### src/rtl/ring_pkg.sv
// Shared defaults and FSM encoding for the L1A ring writer.
package ring_pkg;

  localparam int unsigned RING_AW_DEFAULT    = 10;
  localparam int unsigned FIFO_DEPTH_DEFAULT = 8;

  // Writer FSM state; encoding 3 is unused and recovers to StIdle
  typedef logic [1:0] wr_state_t;

  localparam wr_state_t StIdle = 2'd0;
  localparam wr_state_t StFill = 2'd1;
  localparam wr_state_t StRun  = 2'd2;

endpackage

### src/rtl/l1a_addr_fifo.sv
// Pending-L1A start-address FIFO. The head entry is presented on data, reading
// as zero while empty. A push into a full FIFO is accepted when a pop frees a
// slot in the same cycle. flush empties it synchronously.
module l1a_addr_fifo #(
  parameter int unsigned AW    = 10,
  parameter int unsigned DEPTH = 8
) (
  input  logic          CLK,
  input  logic          RST,
  input  logic          flush,
  input  logic          push,
  input  logic [AW-1:0] wdata,
  input  logic          pop,
  output logic [AW-1:0] data,
  output logic          empty,
  output logic          full
);

  localparam int unsigned PW = (DEPTH > 1) ? $clog2(DEPTH) : 1;
  localparam int unsigned CW = $clog2(DEPTH + 1);

  logic [AW-1:0] mem [DEPTH];
  logic [PW-1:0] wr_ptr_q, rd_ptr_q;
  logic [CW-1:0] cnt_q;
  logic          do_push, do_pop;

  assign empty   = (cnt_q == '0);
  assign full    = (cnt_q == CW'(DEPTH));
  assign do_pop  = pop && !empty;
  assign do_push = push && (!full || do_pop);
  assign data    = empty ? '0 : mem[rd_ptr_q];

  function automatic logic [PW-1:0] ptr_inc(input logic [PW-1:0] p);
    return (p == PW'(DEPTH - 1)) ? '0 : p + PW'(1);
  endfunction

  // Pointer and occupancy bookkeeping
  always_ff @(posedge CLK or posedge RST) begin
    if (RST) begin
      wr_ptr_q <= '0;
      rd_ptr_q <= '0;
      cnt_q    <= '0;
    end else if (flush) begin
      wr_ptr_q <= '0;
      rd_ptr_q <= '0;
      cnt_q    <= '0;
    end else begin
      if (do_push) wr_ptr_q <= ptr_inc(wr_ptr_q);
      if (do_pop)  rd_ptr_q <= ptr_inc(rd_ptr_q);
      if (do_push && !do_pop)      cnt_q <= cnt_q + CW'(1);
      else if (do_pop && !do_push) cnt_q <= cnt_q - CW'(1);
    end
  end

  // Storage; contents are only observed while the FIFO is non-empty
  always_ff @(posedge CLK) begin
    if (do_push && !flush) mem[wr_ptr_q] <= wdata;
  end

endmodule

### src/rtl/ring_l1a_writer.sv
// ADC ring-buffer writer with pending-L1A start-address tracking.
// Optional build macro: RING_DROP_CNT_EN enables the saturating DROP_CNT
// counter; when undefined DROP_CNT is tied to zero.
module ring_l1a_writer
  import ring_pkg::*;
#(
  parameter int unsigned RING_AW    = RING_AW_DEFAULT,
  parameter int unsigned FIFO_DEPTH = FIFO_DEPTH_DEFAULT
) (
  input  logic               CLK,
  input  logic               RST,
  input  logic               ENABLE,
  input  logic               SAMP_STB,
  input  logic               L1A,
  input  logic [RING_AW-1:0] L1A_DELAY,
  input  logic               L1A_POP,
  input  logic               RD_SAMP,
  output logic               WE,
  output logic [RING_AW-1:0] WR_ADDR,
  output logic [RING_AW-1:0] L1A_ADDR,
  output logic               L1A_BUF_MT,
  output logic               L1A_BUF_FULL,
  output logic               RING_AMT,
  output logic               L1A_DROP,
  output logic [1:0]         WR_STATE,
  output logic [7:0]         DROP_CNT
);

  wr_state_t          state_q, state_d;
  logic [RING_AW-1:0] wp_q, wp_d;
  logic [RING_AW:0]   fill_q, fill_d;
  logic [RING_AW-1:0] cons_q, cons_d;
  logic               we_q, amt_q, amt_d, drop_q, drop_d;
  logic [RING_AW-1:0] wr_addr_q;
  logic               writing, l1a_ok, l1a_drop;
  logic               fifo_empty, fifo_full;
  logic [RING_AW-1:0] fifo_data;

  assign writing  = ENABLE && SAMP_STB && (state_q == StFill || state_q == StRun);
  // Full FIFO still accepts when the reader pops in the same cycle
  assign l1a_ok   = ENABLE && L1A && (state_q == StRun) && (!fifo_full || L1A_POP);
  assign l1a_drop = ENABLE && L1A && !l1a_ok;

  l1a_addr_fifo #(
    .AW   (RING_AW),
    .DEPTH(FIFO_DEPTH)
  ) u_fifo (
    .CLK  (CLK),
    .RST  (RST),
    .flush(!ENABLE),
    .push (l1a_ok),
    .wdata(wp_q - L1A_DELAY),
    .pop  (ENABLE && L1A_POP),
    .data (fifo_data),
    .empty(fifo_empty),
    .full (fifo_full)
  );

  // FSM, write pointer and fill count next-state
  always_comb begin
    state_d = state_q;
    wp_d    = wp_q;
    fill_d  = fill_q;
    if (!ENABLE) begin
      state_d = StIdle;
      wp_d    = '0;
      fill_d  = '0;
    end else begin
      case (state_q)
        StIdle: begin
          state_d = StFill;
          fill_d  = '0;
        end
        StFill: begin
          if (SAMP_STB) begin
            wp_d   = wp_q + RING_AW'(1);
            fill_d = fill_q + (RING_AW+1)'(1);
            // This strobe brings the count to L1A_DELAY+1
            if (fill_q == {1'b0, L1A_DELAY}) state_d = StRun;
          end
        end
        StRun: begin
          if (SAMP_STB) wp_d = wp_q + RING_AW'(1);
        end
        default: state_d = StIdle;
      endcase
    end
  end

  // Consumed-sample count, drop flag and ring-almost-empty next-state
  always_comb begin
    cons_d = cons_q;
    if (!ENABLE || (L1A_POP && !fifo_empty)) begin
      cons_d = '0;
    end else if (RD_SAMP && !fifo_empty && (cons_q != '1)) begin
      cons_d = cons_q + RING_AW'(1);
    end
    drop_d = ENABLE && (drop_q || l1a_drop);
    amt_d  = !ENABLE || fifo_empty || ((wp_q - fifo_data) <= cons_q);
  end

  // State registers
  always_ff @(posedge CLK or posedge RST) begin
    if (RST) begin
      state_q   <= StIdle;
      wp_q      <= '0;
      fill_q    <= '0;
      cons_q    <= '0;
      we_q      <= 1'b0;
      wr_addr_q <= '0;
      amt_q     <= 1'b1;
      drop_q    <= 1'b0;
    end else begin
      state_q <= state_d;
      wp_q    <= wp_d;
      fill_q  <= fill_d;
      cons_q  <= cons_d;
      we_q    <= writing;
      if (writing) wr_addr_q <= wp_q;
      amt_q   <= amt_d;
      drop_q  <= drop_d;
    end
  end

`ifdef RING_DROP_CNT_EN
  logic [7:0] drop_cnt_q;

  // Saturating dropped-L1A counter, cleared alongside L1A_DROP
  always_ff @(posedge CLK or posedge RST) begin
    if (RST) begin
      drop_cnt_q <= 8'd0;
    end else if (!ENABLE) begin
      drop_cnt_q <= 8'd0;
    end else if (l1a_drop && (drop_cnt_q != 8'hFF)) begin
      drop_cnt_q <= drop_cnt_q + 8'd1;
    end
  end

  assign DROP_CNT = drop_cnt_q;
`else
  assign DROP_CNT = 8'd0;
`endif

  assign WE           = we_q;
  assign WR_ADDR      = wr_addr_q;
  assign L1A_ADDR     = fifo_data;
  assign L1A_BUF_MT   = fifo_empty;
  assign L1A_BUF_FULL = fifo_full;
  assign RING_AMT     = amt_q;
  assign L1A_DROP     = drop_q;
  assign WR_STATE     = state_q;

endmodule

### config.mk
export PLATFORM = sky130hd
export DESIGN_NAME = ring_l1a_writer
export DESIGN_NICKNAME = d
export VERILOG_FILES = /design/src/rtl/ring_pkg.sv /design/src/rtl/l1a_addr_fifo.sv /design/src/rtl/ring_l1a_writer.sv
export SDC_FILE = /design/constraint.sdc
export NUM_CORES = 1
export LEC_CHECK = 0
export ABC_CLOCK_PERIOD_IN_PS = 3400
export CAP_MARGIN = 15
export CORE_MARGIN = 3
export CORE_UTILIZATION = 40
export CTS_CLUSTER_DIAMETER = 50
export DETAILED_ROUTE_END_ITERATION = 6
export HOLD_SLACK_MARGIN = 0.15
export PLACE_DENSITY = 0.71
export SYNTH_ARGS = -nofsm -noshare
export SYNTH_HDL_FRONTEND = slang
export SYNTH_SLANG_ARGS = --single-unit
### constraint.sdc
create_clock -name CLK -period 3.4 [get_ports CLK]
set_clock_uncertainty 0.2 [all_clocks]
set_input_delay 0.68 -clock CLK [delete_from_list [all_inputs] [get_ports CLK]]
set_output_delay 0.68 -clock CLK [all_outputs]
set_load 0.1 [all_outputs]
==> metrics.md <==
| Metric | Value |
|---|---|
| NumNets Final | 769 |
| Synth Register Bits | between 100 and 150 |
| First-pass iteration count of the detailed router | 5 |
| Reg area | 3810 um^2 |
| # port buffers | 43 |
| Hold Crit Class | reg -> reg |
| Final WL | between 15000 and 20000 um |
| Die area | about 20000 um^2 |
| Setup slack after layout | -176 ps |
| Crit Path Class | reg -> reg |
| GRT Residual Overflow | 0 |
| Required time of the critical path | 3510 ps |
| Root Driver | clkbuf_16 |
| IO Count | 52 |
| Vias in the first global route | about 5300 |
| CP max stage cell | mux4_2 |
| Synthesized area | roughly 7200 um^2 |
| Avg Vias per Cell | roughly 5.3 |
| Initial antenna violation count | 0 |
| GRT Util Overall | 17.5% |
| Fillers | between 1000 and 1500 |
| H-tree depth | 4 |
| DRT iter0 DRCs | roughly 310 |
| Final Hold Fails | 0 |
| Critical path fanouts, max | 4 |
| Number of CTS-inserted buffers | 17 |
| Most used cell, CP | nand4_1 |
| DRC | 0 |
| RSZ-0062 raised after global routing | yes |
| Crit path buf inv count | 0 |
| # setup viols final | 1 |
| Clk Latency, worst-skew pair | 420 ps |
| Max-cap violations | 0 |
| Status | finished with violations |
| Synth Instances | ~610 |
| Final Power | around 6.3 mW |
| Slew headroom | 52.2% |
| Max Freq | between 200 and 300 MHz |
| Number of synthesized flops with an enable pin | 80 |
| Area of the multi-input gates | roughly 3200 um^2 |
| Core Area | ~17000 um^2 |
| Starting Density | just over 40% |
| Violated checks | negative setup slack |
| Grt peak-use layer | met2 |
| Pwr Density | between 600 and 700 nW/um^2 |
| Tcrit/Tclk final | 105% |
| TritonCTS Sinks | about 140 |
| Ys flop type | edfxtp_1 |
| Count of pins over their slew limit | 0 |
| Worst slew pin tran | 714 ps |
| Crit end category | register |
| GR Util met3 | between 3 and 4% |
| Share of cells above drive strength 1 | 23.9% |
| Via count | roughly 5000 |
| Asr flop ratio synth | between 40% and 50% |
| GP Congestion | 0.842 |
| Static leakage | approximately 3.6 nW |
| Critical Path AT | between 3000 and 4000 ps |
| CTS tree | yes |
| Die Ht | 140 um |
| Crit path cell chain | mux4_2 -> mux2i_2 -> nor2_4 -> ha_4 -> fa_2 -> nor2b_1 -> o21ai_1 -> a21oi_2 -> o41ai_2 -> xnor2_1 -> ha_1 -> nand4_1 -> nor2_2 -> a21oi_1 -> o211ai_1 -> nand4_1 |
| Post-DP HPWL | between 10000 and 15000 um |
| M2 GR Usage | between 20% and 30% |
| Clock Tree Buf Depth | 2 |
| Area Growth Syn to Fin | 24.2% |
| Crit path time final | around 3600 ps |
| Antenna cells | 0 |
| Global-route wire length before repair | 27000 um |
| Die Wd | approximately 140 um |
| Largest stage delay on the critical path | roughly 520 ps |
| Drt wl/cell | 17.5 um |
| Critical path's top delay family | adder cells |
| Rows | 48 |
| Post-CTS setup buffer count | 0 |
| Setup TNS Final | -176 ps |
| Mapped Avg Cell Area | 11.9 um^2 |
| VDD IR-drop max | about 0.68 mV |
| Yosys warning count | 0 |
| Unique masters post-synth | slightly below 60 |
| Grt met1 use | around 22% |
| Seq/Total Area, Yosys | approximately 53% |
| Worst-path clk slew | 60 ps |
| Largest net degree at the start of global routing | 34 |
| Critical path startpoint category | register |
| Post-route ant nets | 0 |
## layer usage
metal | wire [um] | part of all wire, %
met1 | 6960 | 42
met2 | 8210 | 49
met3 | 998 | 6.0
met4 | 422 | 2.5
met5 | 0 | 0
## per-stage QoR
step                worst slack [ps]  std cells  hold slack (ps)  cell area [um^2]  utilization, %
finish                          -176        946              294              8970            51.3
global route                    -396        946              324              8970            51.3
CTS                             -197        946              299              8960            51.3
detailed placement              -257        914              285              8370            47.9
global placement                -121        914              275              8370            47.9
floorplan                       -647        615              296              7310               -
## placed cells by master, fill, tap and decap left out, types with 17 or more instances in the layout
cell	count
dfrtp_1	51
nor2_1	39
edfxtp_1	80
xnor2_1	34
nand3_1	20
inv_1	42
clkbuf_16	17
ha_1	40
mux4_2	20
buf_4	68
nand2_1	55
## kinds of logic (layout without fill, tap and decap cells)
kind of cell | after synthesis | count (layout) | share of synthesized area, %
flip-flops | 136 | 136 | 52.7
adder cells (fa/ha/maj) | 44 | 44 | 7.93
multiplexers | 33 | 33 | 8.23
buffers and inverters | 70 | 176 | 4.38
AND/OR/NAND/NOR | 198 | 198 | 13.7
AO/OA/AOI/OAI | 77 | 77 | 7.10
XOR/XNOR | 49 | 49 | 5.94
other | 1 | 8 | 0.0519
## path summary, 6_finish.rpt
| kind | start | endpoint | slack (ps) | depth (start not counted) |
|---|---|---|---|---|
| worst max-delay path | u_fifo.rd_ptr_q[0] | RING_AMT | -180 | 16 |
| worst min-delay path | WR_ADDR[1] | WR_ADDR[1] | 290 | 2 |
| worst max register to register | u_fifo.rd_ptr_q[0] | RING_AMT | -180 | 16 |
| worst min register to register | WR_ADDR[1] | WR_ADDR[1] | 290 | 2 |
| max in group asynchronous | RST | RING_AMT | 1800 | 3 |
| min in group asynchronous | RST | fill_q[0] | 470 | 2 |
## worst register-to-register path, stage by stage (launching register included)
cell and delay (ps):
dfrtp_2 420, mux4_2 520, mux2i_2 210, nor2_4 70
ha_4 170, fa_2 400, nor2b_1 130, o21ai_1 90
a21oi_2 200, o41ai_2 90, xnor2_1 140, ha_1 300
nand4_1 120, nor2_2 130, a21oi_1 70, o211ai_1 90
nand4_1 130
## area by class of cell
cell class	instances	area share, %
clock buffers	19	4.94
inverters	46	2.01
flip-flops and latches	136	42.5
multi-input cells	409	35.5
clock inverters	13	1.59
well taps	225	3.14
repair buffers	98	10.4
## Yosys cell counts (all sizes together) (2+ instances only)
cell | n | share of area [%]
a211oi | 4 | 0.49
a21boi | 6 | 0.62
a21o | 7 | 0.73
a21oi | 18 | 1.2
a31oi | 5 | 0.43
and2 | 8 | 0.69
and3 | 4 | 0.35
buf | 16 | 1.6
clkbuf | 8 | 0.42
dfrtp | 55 | 19
edfxtp | 80 | 33
fa | 3 | 0.83
ha | 41 | 7.1
inv | 46 | 2.4
mux2 | 8 | 1.3
mux2i | 5 | 0.69
mux4 | 20 | 6.2
nand2 | 58 | 3.2
nand2b | 13 | 1.1
nand3 | 22 | 1.7
nand4 | 14 | 1.2
nor2 | 42 | 2.2
nor2b | 11 | 0.95
nor3 | 13 | 1.1
nor4 | 2 | 0.17
o2111ai | 2 | 0.24
o211ai | 3 | 0.31
o21ai | 18 | 1.2
o31a | 2 | 0.24
o31ai | 2 | 0.21
o41ai | 3 | 0.36
or2 | 2 | 0.17
or3 | 5 | 0.43
xnor2 | 34 | 4.1
xor2 | 15 | 1.8
## registers in the layout (all words and copies together) (netlist names), 3 cells and up
name	count
WR_ADDR	10
fill_q	11
u_fifo.wr_ptr_q	3
cons_q	10
u_fifo.cnt_q	4
wp_q	10
u_fifo.mem	80
u_fifo.rd_ptr_q	3
## timing repair
action | in CTS | in global routing
hold buffers | 0 | 0
endpoints found under the setup margin | 1 | 1
pin swaps | 0 | 1
hold endpoints to repair | 0 | 0
gates resized for setup | 4 | 4
## where the power goes
| part | switching, mW | leakage, nW | internal, mW |
|---|---|---|---|
| registers | 0.0344 | 1.48 | 1.81 |
| logic | 1.54 | 1.89 | 1.06 |
| clock network | 0.714 | 0.274 | 1.10 |
| total | 2.29 | 3.65 | 3.97 |
Power figures use the tool's default switching activity.
